<file path="src/rtl/sad_pipe_pkg.sv">
// ============================================================================
// Module   : sad_pipe_pkg
// Purpose  : Shared constants and stage-entry type for the SAD pipeline register.
// Revision : 1.0
// ============================================================================
`default_nettype none

package sad_pipe_pkg;

    localparam int SAD_NUM_CH = 4;
    localparam int SAD_VAL_W  = 14;
    localparam int SAD_IDX_W  = 16;

    // Default-width entry; the top level re-declares it with its own widths.
    typedef struct packed {
        logic                           valid;
        logic [SAD_NUM_CH*SAD_VAL_W-1:0] value;
        logic [SAD_NUM_CH*SAD_IDX_W-1:0] index;
        logic                           trig;
    } sad_entry_t;

    function automatic int ch_width(input int n);
        return (n > 1) ? $clog2(n) : 1;
    endfunction

endpackage

`default_nettype wire

</file>
<file path="src/rtl/sad_pipe_reg_if.sv">
// ============================================================================
// Module   : sad_pipe_reg_if
// Purpose  : Upstream/downstream handshake bundle; best_* and min_clear exist
//            only when SAD_PIPE_MIN_EN is defined.
// Revision : 1.0
// ============================================================================
`default_nettype none

interface sad_pipe_reg_if
    import sad_pipe_pkg::*;
#(
    parameter int NUM_CH = SAD_NUM_CH,
    parameter int VAL_W  = SAD_VAL_W,
    parameter int IDX_W  = SAD_IDX_W
);
    logic                    flush;
    logic                    in_valid;
    logic                    in_ready;
    logic [NUM_CH*VAL_W-1:0] in_value;
    logic [NUM_CH*IDX_W-1:0] in_index;
    logic [NUM_CH-1:0]       in_trigger;
    logic                    out_valid;
    logic                    out_ready;
    logic [NUM_CH*VAL_W-1:0] out_value;
    logic [NUM_CH*IDX_W-1:0] out_index;
    logic                    out_trigger;

`ifdef SAD_PIPE_MIN_EN
    localparam int CH_W = ch_width(NUM_CH);
    logic             min_clear;
    logic             best_valid;
    logic [VAL_W-1:0] best_value;
    logic [IDX_W-1:0] best_index;
    logic [CH_W-1:0]  best_ch;

    modport master (
        output flush, in_valid, in_value, in_index, in_trigger, out_ready, min_clear,
        input  in_ready, out_valid, out_value, out_index, out_trigger,
               best_valid, best_value, best_index, best_ch
    );
    modport slave (
        input  flush, in_valid, in_value, in_index, in_trigger, out_ready, min_clear,
        output in_ready, out_valid, out_value, out_index, out_trigger,
               best_valid, best_value, best_index, best_ch
    );
`else
    modport master (
        output flush, in_valid, in_value, in_index, in_trigger, out_ready,
        input  in_ready, out_valid, out_value, out_index, out_trigger
    );
    modport slave (
        input  flush, in_valid, in_value, in_index, in_trigger, out_ready,
        output in_ready, out_valid, out_value, out_index, out_trigger
    );
`endif

endinterface

`default_nettype wire

</file>
<file path="src/rtl/sad_pipe_stage.sv">
// ============================================================================
// Module   : sad_pipe_stage
// Purpose  : One elastic register slice; data holds unless a valid word loads.
// Revision : 1.0
// ============================================================================
`default_nettype none

module sad_pipe_stage
    import sad_pipe_pkg::*;
#(
    parameter type entry_t = sad_entry_t
) (
    input  logic   clk,
    input  logic   rst,
    input  logic   flush,
    input  logic   load,
    input  entry_t d,
    output entry_t q
);

    always_ff @(posedge clk) begin
        if (rst) begin
            q <= '0;
        end else if (flush) begin
            q.valid <= 1'b0;
        end else if (load) begin
            if (d.valid) begin
                q <= d;
            end else begin
                q.valid <= 1'b0;
            end
        end
    end

endmodule

`default_nettype wire

</file>
<file path="src/rtl/sad_pipe_reg.sv">
// ============================================================================
// Module   : sad_pipe_reg
// Purpose  : DEPTH-stage elastic SAD register with bubble collapse and flush;
//            running-minimum tracker compiled in with SAD_PIPE_MIN_EN.
// Revision : 1.0
// ============================================================================
`default_nettype none

module sad_pipe_reg
    import sad_pipe_pkg::*;
#(
    parameter int NUM_CH  = SAD_NUM_CH,
    parameter int VAL_W   = SAD_VAL_W,
    parameter int IDX_W   = SAD_IDX_W,
    parameter int DEPTH   = 1,
    parameter int TRIG_CH = NUM_CH - 1
) (
    input  logic          clk,
    input  logic          rst,
    sad_pipe_reg_if.slave bus
);

    localparam int LAST = DEPTH - 1;

    typedef struct packed {
        logic                    valid;
        logic [NUM_CH*VAL_W-1:0] value;
        logic [NUM_CH*IDX_W-1:0] index;
        logic                    trig;
    } entry_t;

    entry_t           head;
    entry_t           src [DEPTH];
    entry_t           stq [DEPTH];
    logic [DEPTH-1:0] stage_v;
    logic [DEPTH-1:0] load;

    assign head = {bus.in_valid, bus.in_value, bus.in_index, bus.in_trigger[TRIG_CH]};

    // Stage k may load if out_ready or any stage from k downward has a hole.
    always_comb begin
        load = '0;
        for (int k = 0; k < DEPTH; k++) begin
            logic hole;
            hole = bus.out_ready;
            for (int j = k; j < DEPTH; j++) begin
                hole = hole | ~stage_v[j];
            end
            load[k] = hole;
        end
    end

    for (genvar k = 0; k < DEPTH; k++) begin : g_stage
        if (k == 0) begin : g_head
            assign src[k] = head;
        end else begin : g_body
            assign src[k] = stq[k-1];
        end

        sad_pipe_stage #(
            .entry_t (entry_t)
        ) u_stage (
            .clk   (clk),
            .rst   (rst),
            .flush (bus.flush),
            .load  (load[k]),
            .d     (src[k]),
            .q     (stq[k])
        );

        assign stage_v[k] = stq[k].valid;
    end

    assign bus.in_ready    = load[0];
    assign bus.out_valid   = stq[LAST].valid;
    assign bus.out_value   = stq[LAST].value;
    assign bus.out_index   = stq[LAST].index;
    assign bus.out_trigger = stq[LAST].trig & stq[LAST].valid;

`ifdef SAD_PIPE_MIN_EN
    localparam int CH_W = ch_width(NUM_CH);

    logic [VAL_W-1:0] min_val;
    logic [IDX_W-1:0] min_idx;
    logic [CH_W-1:0]  min_ch;
    logic             trk_valid;
    logic [VAL_W-1:0] trk_value;
    logic [IDX_W-1:0] trk_index;
    logic [CH_W-1:0]  trk_ch;

    // Strict compare keeps the lowest channel on ties.
    always_comb begin
        min_val = bus.out_value[VAL_W-1:0];
        min_idx = bus.out_index[IDX_W-1:0];
        min_ch  = '0;
        for (int c = 1; c < NUM_CH; c++) begin
            if (bus.out_value[c*VAL_W +: VAL_W] < min_val) begin
                min_val = bus.out_value[c*VAL_W +: VAL_W];
                min_idx = bus.out_index[c*IDX_W +: IDX_W];
                min_ch  = CH_W'(c);
            end
        end
    end

    always_ff @(posedge clk) begin
        if (rst || bus.flush || bus.min_clear) begin
            trk_valid <= 1'b0;
            trk_value <= '1;
            trk_index <= '0;
            trk_ch    <= '0;
        end else if (bus.out_valid && bus.out_ready && (!trk_valid || (min_val < trk_value))) begin
            trk_valid <= 1'b1;
            trk_value <= min_val;
            trk_index <= min_idx;
            trk_ch    <= min_ch;
        end
    end

    assign bus.best_valid = trk_valid;
    assign bus.best_value = trk_value;
    assign bus.best_index = trk_index;
    assign bus.best_ch    = trk_ch;
`endif

endmodule

`default_nettype wire

</file>
<file path="src/flat_wrapper.sv">
// flat-port wrapper written by rule: the top's interface ports become plain ports
module sad_pipe_reg_flat import sad_pipe_pkg::*;
#(
    parameter int NUM_CH  = SAD_NUM_CH,
    parameter int VAL_W   = SAD_VAL_W,
    parameter int IDX_W   = SAD_IDX_W,
    parameter int DEPTH   = 1,
    parameter int TRIG_CH = NUM_CH - 1
)
  (clk, rst, bus_flush, bus_in_valid, bus_in_value, bus_in_index, bus_in_trigger, bus_out_ready, bus_in_ready, bus_out_valid, bus_out_value, bus_out_index, bus_out_trigger);
  sad_pipe_reg_if #(.NUM_CH(NUM_CH), .VAL_W(VAL_W), .IDX_W(IDX_W)) bus_i ();
  input  logic clk;
  input  logic rst;
  input wire logic [$bits(bus_i.flush)-1:0] bus_flush;
  input wire logic [$bits(bus_i.in_valid)-1:0] bus_in_valid;
  input wire logic [$bits(bus_i.in_value)-1:0] bus_in_value;
  input wire logic [$bits(bus_i.in_index)-1:0] bus_in_index;
  input wire logic [$bits(bus_i.in_trigger)-1:0] bus_in_trigger;
  input wire logic [$bits(bus_i.out_ready)-1:0] bus_out_ready;
  output wire logic [$bits(bus_i.in_ready)-1:0] bus_in_ready;
  output wire logic [$bits(bus_i.out_valid)-1:0] bus_out_valid;
  output wire logic [$bits(bus_i.out_value)-1:0] bus_out_value;
  output wire logic [$bits(bus_i.out_index)-1:0] bus_out_index;
  output wire logic [$bits(bus_i.out_trigger)-1:0] bus_out_trigger;
  assign bus_i.flush = bus_flush;
  assign bus_i.in_valid = bus_in_valid;
  assign bus_i.in_value = bus_in_value;
  assign bus_i.in_index = bus_in_index;
  assign bus_i.in_trigger = bus_in_trigger;
  assign bus_i.out_ready = bus_out_ready;
  assign bus_in_ready = bus_i.in_ready;
  assign bus_out_valid = bus_i.out_valid;
  assign bus_out_value = bus_i.out_value;
  assign bus_out_index = bus_i.out_index;
  assign bus_out_trigger = bus_i.out_trigger;
  sad_pipe_reg #(.NUM_CH(NUM_CH), .VAL_W(VAL_W), .IDX_W(IDX_W), .DEPTH(DEPTH), .TRIG_CH(TRIG_CH)) u_core (.clk(clk), .rst(rst), .bus(bus_i));
endmodule
</file>
<file path="config.mk">
export PLATFORM = sky130hd
export DESIGN_NAME = sad_pipe_reg_flat
export DESIGN_NICKNAME = d
export VERILOG_FILES = /design/src/rtl/sad_pipe_pkg.sv /design/src/rtl/sad_pipe_reg_if.sv /design/src/rtl/sad_pipe_stage.sv /design/src/rtl/sad_pipe_reg.sv /design/src/flat_wrapper.sv
export SDC_FILE = /design/constraint.sdc
export NUM_CORES = 1
export LEC_CHECK = 0
export CORE_UTILIZATION = 38
export DETAILED_ROUTE_END_ITERATION = 12
export PLACE_DENSITY = 0.71
export SYNTH_ARGS = -nofsm -noshare
export SYNTH_HDL_FRONTEND = slang
export SYNTH_SLANG_ARGS = --single-unit
</file>
<file path="constraint.sdc">
create_clock -name clk -period 2.28 [get_ports clk]
set_input_delay 0.342 -clock clk [delete_from_list [all_inputs] [get_ports clk]]
set_output_delay 0.342 -clock clk [all_outputs]
set_load 0.005 [all_outputs]
</file>
==> impl_metrics.env <==
export IMPL_place_gp_congestion=0.838
export IMPL_clock_fmax_mhz=548
export IMPL_worst_slew_pin_transition_ns=0.735
export IMPL_yosys_top_cells_area="dfxtp_1 38%, nand2b_1 24%, mux2i_1 19%"
export IMPL_clock_path_buffers=2
export IMPL_start_util_pct=38.7
export IMPL_die_area_sq_um=17400
export IMPL_hp_class="flip-flop to flip-flop"
export IMPL_layout_commonest_cell="clkdlybuf4s50_1"
export IMPL_post_cts_resized=0
export IMPL_viasPerCell=4.35
export IMPL_grt_total_usage_pct=15.6
export IMPL_routed_wl_mm=13.6
export IMPL_peakVddDrop_mv=0.478
export IMPL_regMostFlops="u_core.g_stage.u_stage.q"
export IMPL_synth_distinct_cells=14
export IMPL_p_leak_nw=3.17
export IMPL_rsz0062_at_grt="no"
export IMPL_start_kind="input port"
export IMPL_place_hpwl_mm=9.36
export IMPL_dp_cells=962
export IMPL_stdcell_count=993
export IMPL_drv_slew=0
export IMPL_grt_pass1_wl_mm=21.6
export IMPL_cts_sinks=122
export IMPL_drc=0
export IMPL_holdBufCountCts=0
export IMPL_dr_pass1_iters=4
export IMPL_met1Wirelength_mm=5.85
export IMPL_skew_ns=0.00571
export IMPL_status="finished, final reports clean"
export IMPL_post_cts_setup_buffers=0
export IMPL_top_regs="u_core.g_stage.u_stage.q (122)"
export IMPL_vias=4316
export IMPL_ant_nets=0
export IMPL_wl_met3_mm=1.08
export IMPL_core_area_sq_um=16500
export IMPL_yosysTopAreaCell="dfxtp_1"
export IMPL_fin_crit_ns=1.82
export IMPL_yosysTopAreaCellShare_pct=38.2
export IMPL_clk_latency_ns=0.41
export IMPL_setup_viol=0
export IMPL_cts_tree="yes"
export IMPL_pin_count=252
export IMPL_areaGrowthSynthToFinish_pct=35.0
export IMPL_crit_fanout=3
export IMPL_dieWidth_microns=132
export IMPL_die_y_microns=132
export IMPL_cp_end_kind="primary output"
export IMPL_critical_path_class="input port to primary output"
export IMPL_wl_met2_mm=6.37
export IMPL_powerDensity_nw_per_um2=686
export IMPL_syn_area_sq_um=6400
export IMPL_top_layer_used="met4"
export IMPL_hold_viol_final=0
export IMPL_synth_nets=781
export IMPL_avgSynthCellArea_sq_um=9.82
export IMPL_antennaDiodeCount=0
export IMPL_fin_nets=890
export IMPL_cts_made_buffers=17
export IMPL_path_clk_slew_ns=0.05
export IMPL_overflow=0
export IMPL_fin_tns_setup_ns=0
export IMPL_netlist_instances=652
export IMPL_port_buffers=248
export IMPL_h_tree_depth=4
export IMPL_largest_register_ffs=122
export IMPL_grt_pass1_vias=4343
export IMPL_max_slew_margin_pct=51.0
export IMPL_timing_final_crit_share_pct=80.0
export IMPL_grt_antenna_before_repair=0
export IMPL_wl_per_cell_microns=13.7
export IMPL_drt_iter0_markers=132
export IMPL_maxCapViolations=0
export IMPL_grt_max_degree=244
export IMPL_root_buffer="clkbuf_16"
export IMPL_ys_warn_count=0
export IMPL_final_cell_mix="247 x clkdlybuf4s50_1, 242 x nand2b_1, 122 x dfxtp_1"
export IMPL_rows=47
export IMPL_ys_seq_area_share_pct=38.2
export IMPL_drive_above_1_share_pct=4.40
export IMPL_required_ns=1.94
export IMPL_timing_critical_path_arrival_ns=1.48
export IMPL_synth_seq_cells=122
[cell type report]
cell class | count | area (sq um)
clock buffers | 22 | 464
clock inverters | 9 | 145
fillers | 1439 | 7880
inverters | 1 | 3.75
multi-input cells | 368 | 2770
flip-flops and latches | 122 | 2440
well taps | 220 | 275
repair buffers | 251 | 2540
[stage by stage]
stage               hold WS [ns]  utilization (%)  worst slack [ns]  area (sq um)  total power, mW
floorplan                  0.419                -              1.02          6400             2.84
global route               0.488             52.3             0.379          8640             6.17
detailed placement         0.462             48.6             0.273          8030             3.17
CTS                        0.473             52.3             0.439          8640             6.02
finish                     0.471             52.3             0.455          8640             5.93
global placement           0.456             48.6             0.333          8030             3.15
[cell families after synthesis]
group | count (synthesis) | share of synthesized area, %
and+or+nand+nor | 247 | 24.3
buffers and inverters | 162 | 18.6
DFF | 122 | 38.2
muxes | 121 | 18.9
[report_power, final]
group	total [mW]	switching, mW	leakage (nW)	internal (mW)
clock	2.81	0.936	0.304	1.87
combinational	0.817	0.266	1.87	0.551
sequential	2.30	0.0586	0.998	2.25
[worst paths after layout]
kind	start	to	slack, ns	cells past startpoint
setup / recovery	bus_out_ready	bus_in_ready	0.46	4
hold / removal	u_core.g_stage[0].u_stage.q[70]	u_core.g_stage[0].u_stage.q[70]	0.47	2
setup reg to reg	u_core.g_stage[0].u_stage.q[121]	u_core.g_stage[0].u_stage.q[100]	0.74	4
hold reg to reg	u_core.g_stage[0].u_stage.q[70]	u_core.g_stage[0].u_stage.q[70]	0.47	2
[Yosys cell counts]
cell type	n
nor3_1	1
buf_12	1
nand2b_1	242
nor2_1	1
inv_1	1
buf_8	9
clkbuf_1	24
nor3b_2	1
buf_4	123
nor2b_4	1
mux2i_1	121
buf_2	4
dfxtp_1	122
and2_1	1
[metal layers]
| layer | GRT usage (%) | up-vias |
|---|---|---|
| met3 | 6.50 | 20 |
| li1 | - | 2161 |
| met2 | 25.7 | 168 |
| met4 | 6.52 | 0 |
| met1 | 17.8 | 1967 |
| met5 | 0 | - |
[critical path, cell delays in order]
cell and delay (ns):
clkdlybuf4s50_1 0.44, nor2b_4 0.17, inv_1 0.06, clkdlybuf4s50_1 0.46
No activity file was read; power rests on OpenSTA's default activity.
